$ cat src/rtl/ascon_pkg.sv
// ASCON substitution-layer constants: default 5-bit S-box table and loader FSM states.
// Latency: n/a (constants and types only).
// Backpressure: n/a.
package ascon_pkg;

    localparam int SBOX_LUT_ENTRIES = 32;

    // Entry i is SBOX_LUT_DEFAULT[i]; the concatenation lists entry 31 first.
    localparam logic [31:0][4:0] SBOX_LUT_DEFAULT = {
        5'h17, 5'h0f, 5'h0a, 5'h16, 5'h19, 5'h01, 5'h0c, 5'h10,
        5'h18, 5'h11, 5'h0d, 5'h00, 5'h0e, 5'h07, 5'h13, 5'h1e,
        5'h1c, 5'h06, 5'h03, 5'h1d, 5'h12, 5'h08, 5'h05, 5'h1b,
        5'h02, 5'h09, 5'h15, 5'h1a, 5'h14, 5'h1f, 5'h0b, 5'h04
    };

    typedef enum logic [1:0] {
        ST_IDLE,
        ST_WRITE,
        ST_READ,
        ST_DONE
    } lut_state_t;

endpackage

$ cat src/rtl/reg_if_pkg.sv
// Shared register-interface request/response typedefs.
// Latency: n/a (types only).
// Backpressure: a request completes on any cycle with valid && ready.
package reg_if_pkg;

    typedef struct packed {
        logic [31:0] addr;
        logic        write;
        logic [31:0] wdata;
        logic [3:0]  wstrb;
        logic        valid;
    } reg_req_t;

    typedef struct packed {
        logic [31:0] rdata;
        logic        error;
        logic        ready;
    } reg_rsp_t;

endpackage

$ cat src/rtl/sbox_lut_loader.sv
// Programs the 32-entry S-box LUT over the register bus, optionally reading every entry back.
// Latency: first request one cycle after start; 32 (+32 with verify) transactions, done one cycle after the last.
// Backpressure: request held stable until valid && ready; each ready=0 cycle adds one cycle.
//
// Ports:
//   clk_i, rst_n_i          clock, synchronous active-low reset
//   start_i                 begin a load (sampled in IDLE only)
//   use_custom_i, verify_i  source select / read-back enable, sampled with start_i
//   lut_i                   custom table, captured at start
//   reg_req_o, reg_rsp_i    register-bus initiator port
//   busy_o, done_o          load in progress / one-cycle completion pulse
//   err_o, err_idx_o        sticky failure flag and index of the failing entry
module sbox_lut_loader
    import reg_if_pkg::*;
    import ascon_pkg::*;
#(
    parameter logic [31:0] BASE_ADDR = 32'h0000_0000
) (
    input  logic             clk_i,
    input  logic             rst_n_i,
    input  logic             start_i,
    input  logic             use_custom_i,
    input  logic             verify_i,
    input  logic [31:0][4:0] lut_i,
    output reg_req_t         reg_req_o,
    input  reg_rsp_t         reg_rsp_i,
    output logic             busy_o,
    output logic             done_o,
    output logic             err_o,
    output logic [4:0]       err_idx_o
);

    localparam logic [4:0] LAST_IDX = 5'(SBOX_LUT_ENTRIES - 1);

    lut_state_t       state_q, state_d;
    logic [4:0]       idx_q, idx_d;
    logic [4:0]       next_idx;
    logic [31:0][4:0] tbl_q;
    logic [31:0][4:0] tbl_src;
    logic             tbl_load;
    logic             verify_q, verify_d;
    reg_req_t         req_q, req_d;
    logic             busy_q, busy_d;
    logic             done_q, done_d;
    logic             err_q, err_d;
    logic [4:0]       err_idx_q, err_idx_d;
    logic             xfer;
    logic             rd_bad;
    logic             unused_rdata_hi;

    // Upper read-data bits carry nothing for a 5-bit entry.
    assign unused_rdata_hi = ^reg_rsp_i.rdata[31:5];

    assign tbl_src  = use_custom_i ? lut_i : SBOX_LUT_DEFAULT;
    assign xfer     = req_q.valid && reg_rsp_i.ready;
    assign next_idx = idx_q + 5'd1;
    assign rd_bad   = (reg_rsp_i.rdata[4:0] != tbl_q[idx_q]);

    // The address adder wraps modulo 2^32 by construction.
    function automatic reg_req_t make_req(input logic [4:0] idx, input logic wr,
                                          input logic [4:0] data);
        reg_req_t r;
        r.addr  = BASE_ADDR + {25'd0, idx, 2'b00};
        r.write = wr;
        r.wdata = wr ? {27'd0, data} : 32'd0;
        r.wstrb = wr ? 4'hF : 4'h0;
        r.valid = 1'b1;
        return r;
    endfunction

    // Next-state logic also computes the next registered bus request, so the
    // following transaction is presented on the cycle after a completion.
    always_comb begin
        state_d   = state_q;
        idx_d     = idx_q;
        verify_d  = verify_q;
        tbl_load  = 1'b0;
        req_d     = req_q;
        busy_d    = busy_q;
        done_d    = 1'b0;
        err_d     = err_q;
        err_idx_d = err_idx_q;

        case (state_q)
            ST_IDLE: begin
                req_d  = '0;
                busy_d = 1'b0;
                if (start_i) begin
                    tbl_load  = 1'b1;
                    verify_d  = verify_i;
                    idx_d     = 5'd0;
                    err_d     = 1'b0;
                    err_idx_d = 5'd0;
                    busy_d    = 1'b1;
                    req_d     = make_req(5'd0, 1'b1, tbl_src[0]);
                    state_d   = ST_WRITE;
                end
            end
            ST_WRITE: begin
                if (xfer) begin
                    if (reg_rsp_i.error) begin
                        err_d     = 1'b1;
                        err_idx_d = idx_q;
                        req_d     = '0;
                        done_d    = 1'b1;
                        state_d   = ST_DONE;
                    end else if (idx_q != LAST_IDX) begin
                        idx_d = next_idx;
                        req_d = make_req(next_idx, 1'b1, tbl_q[next_idx]);
                    end else begin
                        idx_d = 5'd0;
                        if (verify_q) begin
                            req_d   = make_req(5'd0, 1'b0, 5'd0);
                            state_d = ST_READ;
                        end else begin
                            req_d   = '0;
                            done_d  = 1'b1;
                            state_d = ST_DONE;
                        end
                    end
                end
            end
            ST_READ: begin
                if (xfer) begin
                    if (reg_rsp_i.error || rd_bad) begin
                        err_d     = 1'b1;
                        err_idx_d = idx_q;
                        req_d     = '0;
                        done_d    = 1'b1;
                        state_d   = ST_DONE;
                    end else if (idx_q != LAST_IDX) begin
                        idx_d = next_idx;
                        req_d = make_req(next_idx, 1'b0, 5'd0);
                    end else begin
                        idx_d   = 5'd0;
                        req_d   = '0;
                        done_d  = 1'b1;
                        state_d = ST_DONE;
                    end
                end
            end
            ST_DONE: begin
                req_d   = '0;
                busy_d  = 1'b0;
                state_d = ST_IDLE;
            end
            default: begin
                req_d   = '0;
                busy_d  = 1'b0;
                state_d = ST_IDLE;
            end
        endcase
    end

    always_ff @(posedge clk_i) begin
        if (!rst_n_i) begin
            state_q   <= ST_IDLE;
            idx_q     <= 5'd0;
            verify_q  <= 1'b0;
            req_q     <= '0;
            busy_q    <= 1'b0;
            done_q    <= 1'b0;
            err_q     <= 1'b0;
            err_idx_q <= 5'd0;
        end else begin
            state_q   <= state_d;
            idx_q     <= idx_d;
            verify_q  <= verify_d;
            req_q     <= req_d;
            busy_q    <= busy_d;
            done_q    <= done_d;
            err_q     <= err_d;
            err_idx_q <= err_idx_d;
        end
    end

    // Table copy is only meaningful after a start, so it carries no reset.
    always_ff @(posedge clk_i) begin
        if (tbl_load) begin
            tbl_q <= tbl_src;
        end
    end

    assign reg_req_o = req_q;
    assign busy_o    = busy_q;
    assign done_o    = done_q;
    assign err_o     = err_q;
    assign err_idx_o = err_idx_q;

endmodule

$ cat config.mk
export PLATFORM = sky130hd
export DESIGN_NAME = sbox_lut_loader
export DESIGN_NICKNAME = d
export VERILOG_FILES = /design/src/rtl/ascon_pkg.sv /design/src/rtl/reg_if_pkg.sv /design/src/rtl/sbox_lut_loader.sv
export SDC_FILE = /design/constraint.sdc
export NUM_CORES = 1
export LEC_CHECK = 0
export ABC_AREA = 1
export BUFFER_PORTS_ARGS = -buffer_cell sky130_fd_sc_hd__buf_2
export CELL_PAD_IN_SITES_DETAIL_PLACEMENT = 0
export CELL_PAD_IN_SITES_GLOBAL_PLACEMENT = 1
export CORE_ASPECT_RATIO = 0.7
export CORE_MARGIN = 2
export CORE_UTILIZATION = 43
export DETAILED_ROUTE_END_ITERATION = 16
export PLACE_DENSITY_LB_ADDON = 0.3
export SLEW_MARGIN = 25
export SYNTH_ARGS = -nofsm -noshare
export SYNTH_HDL_FRONTEND = slang
export SYNTH_SLANG_ARGS = --single-unit
export TNS_END_PERCENT = 50
$ cat constraint.sdc
create_clock -name clk_i -period 8.6 [get_ports clk_i]
set_clock_uncertainty 0.1 [all_clocks]
set_input_delay 1.72 -clock clk_i [delete_from_list [all_inputs] [get_ports clk_i]]
set_output_delay 1.72 -clock clk_i [all_outputs]
set_load 0.03 [all_outputs]
### After elaboration in Yosys (flattened, before gate mapping)

Cells that the tools add are included.

* reductions and logical operators: 10
* equal/unequal tests: 14
* $add $sub $neg: 1
* multiplexer cells: 52
* order comparisons: 2

Operators by type and width (number)
* 70-bit case mux with 4 select lines: 1
* 45-bit 2-to-1 mux: 4
* 70-bit 2-to-1 mux: 2
* 5-bit 2-to-1 mux: 13
* 5-bit binary-select mux with 5-bit select: 2
* 38-bit 2-to-1 mux: 1
* 5-bit case mux with 3 select lines: 2
* 1-bit 2-to-1 mux: 16
* 2-bit 2-to-1 mux: 7
* 2-bit != test (second input constant): 7
* 5-bit by 6-bit less-than comparator with 1-bit output (second input constant): 2
* 6-bit AND reduction: 2
* 2-bit case mux with 4 select lines: 1
* 3-bit != test (second input constant): 2
* 5-bit by 1-bit adder with 5-bit output (second input constant): 1
* 5-bit != test: 1
* 5-bit != test (second input constant): 1
* 5-bit AND reduction: 1
* 2-bit equality test (second input constant): 2
* 1-bit case mux with 2 select lines: 2
* 2-bit AND reduction: 2
* 1-bit case mux with 3 select lines: 1
* 3-bit nonzero test: 1
* 2-bit by 1-bit equality test with 1-bit output (second input constant): 1
* other kinds (4): 4

* input port bits: 199
* output and inout port bits: 78
* logic and storage cells: 123
* register bits after elaboration: 246

### Logic depth before layout (Yosys ltp)

* depth in word-level cells: 7
* depth in mapped cells: 19
* mapped depth without buffers: 18

### Least setup slack after synthesis

Ideal clock, no wire load.

* kind: in2reg
* start: input port start_i
* end: register tbl_q[0] (netlist name) (enable)
* library setup time: 0.513 ns
* arrival time: 4.872 ns
* stages on the path: 2
* slack: 3.115 ns
* path buffers: 0
* required time: 7.987 ns
* cells stage by stage: nand2_1 > inv_1

* longest elaborated chain between the ends: 2

RTL lines
* from (decl): line sbox_lut_loader.sv:21 `input logic start_i,`
* 1-bit 2-to-1 mux: line sbox_lut_loader.sv:88 `if (start_i) begin`
* 1-bit 2-to-1 mux: line sbox_lut_loader.sv:84 `case (state_q)`
* via tbl_load: line sbox_lut_loader.sv:40 `logic tbl_load;`
* to (signal assigned): line sbox_lut_loader.sv:180 `tbl_q <= tbl_src;`
* to (decl): line sbox_lut_loader.sv:38 `logic [31:0][4:0] tbl_q;`

The timed path passes the listed nets, and every way through them passes these cells.
A chain may end at the register's enable or synchronous reset.

### Worst setup path after layout

* start: input port start_i
* end: register tbl_q[109] (netlist name) (enable)

The elaborated chain is that of the path after synthesis.

==> results by group <==
Synthesis
  – Top-count cell post-synth: nand2_1
  – Cell taking the most area after synthesis: edfxtp_1
  – Distinct cells, synth: 36
  – Synth cell count leaders: nand2_1 (333), edfxtp_1 (160), inv_1 (139)
  – Mapped Avg Cell Area: 8.29 sq um
  – Mapped cell area: 11,000 sq um
  – Leading post-synthesis cells by cell area: edfxtp_1 (44%), nand2_1 (11%), nand3_1 (5.5%)
  – Synthesized flop and latch total: around 190
  – Post-synth EDFFs: between 150 and 200
  – Fraction of registers with async set/reset: 0%
  – Cells after Synth: approximately 1,300
  – Main synth FF type: edfxtp_1
  – Seq/Total Area, Yosys: roughly 49%
  – Top-area cell type share of the netlist area: a little over two fifths
  – Yosys warnings: 0

Route
  – Residual DRC: 0
  – Avg WL per Cell: ~17 um
  – Initial DRC Count: 940
  – Via density: between 5 and 6
  – Final WL: around 31 mm
  – Vias: approximately 9,000
  – Drt pass-1 iters: 6
  – ANT nets after route: 0

STA
  – Worst slew pin tran: 1020 ps
  – RSZ-0062 raised after global routing: no
  – Count of pins over their slew limit: 0
  – Worst hold slack: about 360 ps
  – Max Clock Freq: ~0.29 GHz
  – Slew margin rel.: 31.8%
  – Setup TNS: 0 ps
  – Final min period: ~3500 ps
  – Fin crit share: approximately two fifths
  – Setup Viol. Count Final: 0
  – Hold Vio Cnt, Final: 0

Worst setup path
  – Worst r2r dst: state_q[1]
  – Worst Path Arrival: roughly 3400 ps
  – Flop2flop setup slack: 5200 ps
  – WS Path Type: in2reg
  – Critical path peak fanout: around 110
  – CP Launch Type: input pin
  – Reg2Reg Depth: 13
  – Critical Path End Type: flop
  – Worst EP required: 8580 ps
  – Worst r2r src: idx_q[0]

GRT
  – Largest net degree at the start of global routing: 110
  – Met1 usage: a little over a third
  – M2 GR Usage: a little over a third
  – Vias in the first global route: 8,622
  – Total GRT Usage: about a quarter
  – Congestion Overflow GR: 0
  – Met3 Use GR: roughly 5%
  – GRT busiest layer: met2
  – First-pass GRT wire length: around 48 mm
  – Initial antenna violation count: 0

Layout
  – Share of post-route cells with drive strength above 1: roughly 22%
  – Post-Layout Cell Count: about 1,800
  – Final #Nets: around 1,700
  – Fillers: about 2,400
  – Area Growth Syn to Fin: 13.7%

Pwr
  – Clk pwr share: 23.6%
  – Int Pwr: 0.00222 W
  – Seq pwr share: between 30% and 40%
  – Switching pwr: between 0.0015 and 0.002 W
  – Logic pwr share: around two fifths
  – Net Sw Frac: approximately two fifths
  – Peak VDD IR: around 0.19 mV
  – Leak Pwr: between 5 and 6 nW
  – Power Density: a little over 300 nW/um^2
  – Power Total: between 0.003 and 0.004 W

Clock tree
  – Post-CTS Setup Inserts: 0
  – CTS resizes: 0
  – Clock tree sinks: between 150 and 200
  – Worst-Skew Late Latency: 450 ps
  – CTS buffer count: 17
  – Hold-fix buffers, CTS: 0
  – Clock-pin slew on the worst setup and hold paths: about 70 ps
  – Max H-tree Level: 4
  – CTS tree: built
  – Buffer levels on the longest clock path: 2
  – Root Driver: clkbuf_16

Status
  – Run status: finished clean

Floorplanning
  – Core Rows: 48
  – Initial Util: 44.2%
  – Die width: 195 um
  – CORE AREA: about 25,000 sq um
  – Die height: ~140 um
  – Die area: 26,900 sq um
  – # IOs: 277

Place
  – DP HPWL: about 21 mm
  – Dpl cells: between 1,500 and 2,000
  – GPL Wtd Cong: ~0.83
  – I/O Buffers: 195

Hold path
  – HP Start: reg_req_o[44]
  – Hold WC Path Type: reg2reg
  – Hold Path Sink: reg_req_o[44]
  – Hold path depth: 2

Flow run
  – Max-Cap Viols: 0
cell type report:
cell class,count,area (sq um),share of cell area [%]
Sequential cell,188,5370,42.9
Tap cell,325,407,3.25
Timing Repair Buffer,206,1060,8.46
Clock inverter,14,229,1.83
Clock buffer,18,429,3.43
Multi-Input combinational cell,910,4460,35.7
Antenna cell,1,2.50,0.0200
Inverter,145,553,4.42
power groups by stage:
| stage | Combinational, W | Sequential (W) | Clock (W) |
|---|---|---|---|
| final | 0.00154 | 0.00137 | 0.000897 |
| after global routing | 0.00172 | 0.00139 | 0.000940 |
| after CTS | 0.00153 | 0.00137 | 0.000911 |
| after detailed placement | 0.00152 | 0.00138 | 0 |
| after global placement | 0.00150 | 0.00138 | 0 |
| after floorplan | 0.00112 | 0.00140 | 0 |
kinds of logic (layout without fill, tap and decap cells):
logic type,after synthesis,after routing,synth area share (%)
compound gates,201,201,10.3
xor+xnor,2,2,0.159
fa+ha+maj,7,7,0.796
buf+inv,282,383,12.6
flops,188,188,48.8
mux,21,21,1.91
other cells,1,55,0.0341
simple gates,625,625,25.4
per-stage QoR:
stage | cell area [sq um] | setup slack (ps) | util, %
3_3_place_gp | 11800 | 4710 | 47.5
3_5_place_dp | 11900 | 4650 | 47.5
4_1_cts | 12500 | 5140 | 50.2
2_1_floorplan | 11200 | 3120 | -
5_1_grt | 12500 | 4790 | 50.2
6_report | 12500 | 5140 | 50.2
worst max-delay path: stages:
cell and delay, ps:
buf_2 110, nand2_1 120, inv_6 630, buf_4 690
sequential cells by signal, indices dropped and copies added, names as in the netlist:
name,flops
busy_o,1
done_o,1
idx_q,5
state_q,2
reg_req_o,12
err_idx_o,5
err_o,1
tbl_q,160
verify_q,1
how the worst max path moves through the flow:
stage,from,cells past startpoint,end
2_1_floorplan,start_i,2,tbl_q[0]
3_3_place_gp,start_i,4,tbl_q[69]
3_5_place_dp,start_i,4,tbl_q[64]
4_1_cts,start_i,4,tbl_q[64]
5_1_grt,idx_q[0],16,idx_q[0]
6_report,start_i,4,tbl_q[109]
cell usage in the layout (no fill, tap or decap), drive strengths merged, types with 3 or more instances in the layout:
cell type  synthesis  final
nor2              68     68
nand2            335    335
edfxtp           160    160
a21oi             73     73
dfxtp             28     28
a31oi              3      3
o211ai            19     19
o21ai             85     85
mux2i             21     21
inv              142    147
nand3            123    123
clkbuf            40     18
clkinv             3      7
conb               1     54
o221ai            21     21
or2               80     80
nor3               3      3
bufinv             0      5
nand4             14     14
buf               97    206
ha                 7      7
per-layer routing:
metal	routed length, um	share of wire, %	vias up
li1	-	-	4561
met1	15100	49	4266
met2	13300	43	318
met3	2290	7.4	26
met4	325	1.0	0
met5	0	0	-
No activity file was read; power rests on OpenSTA's default activity.
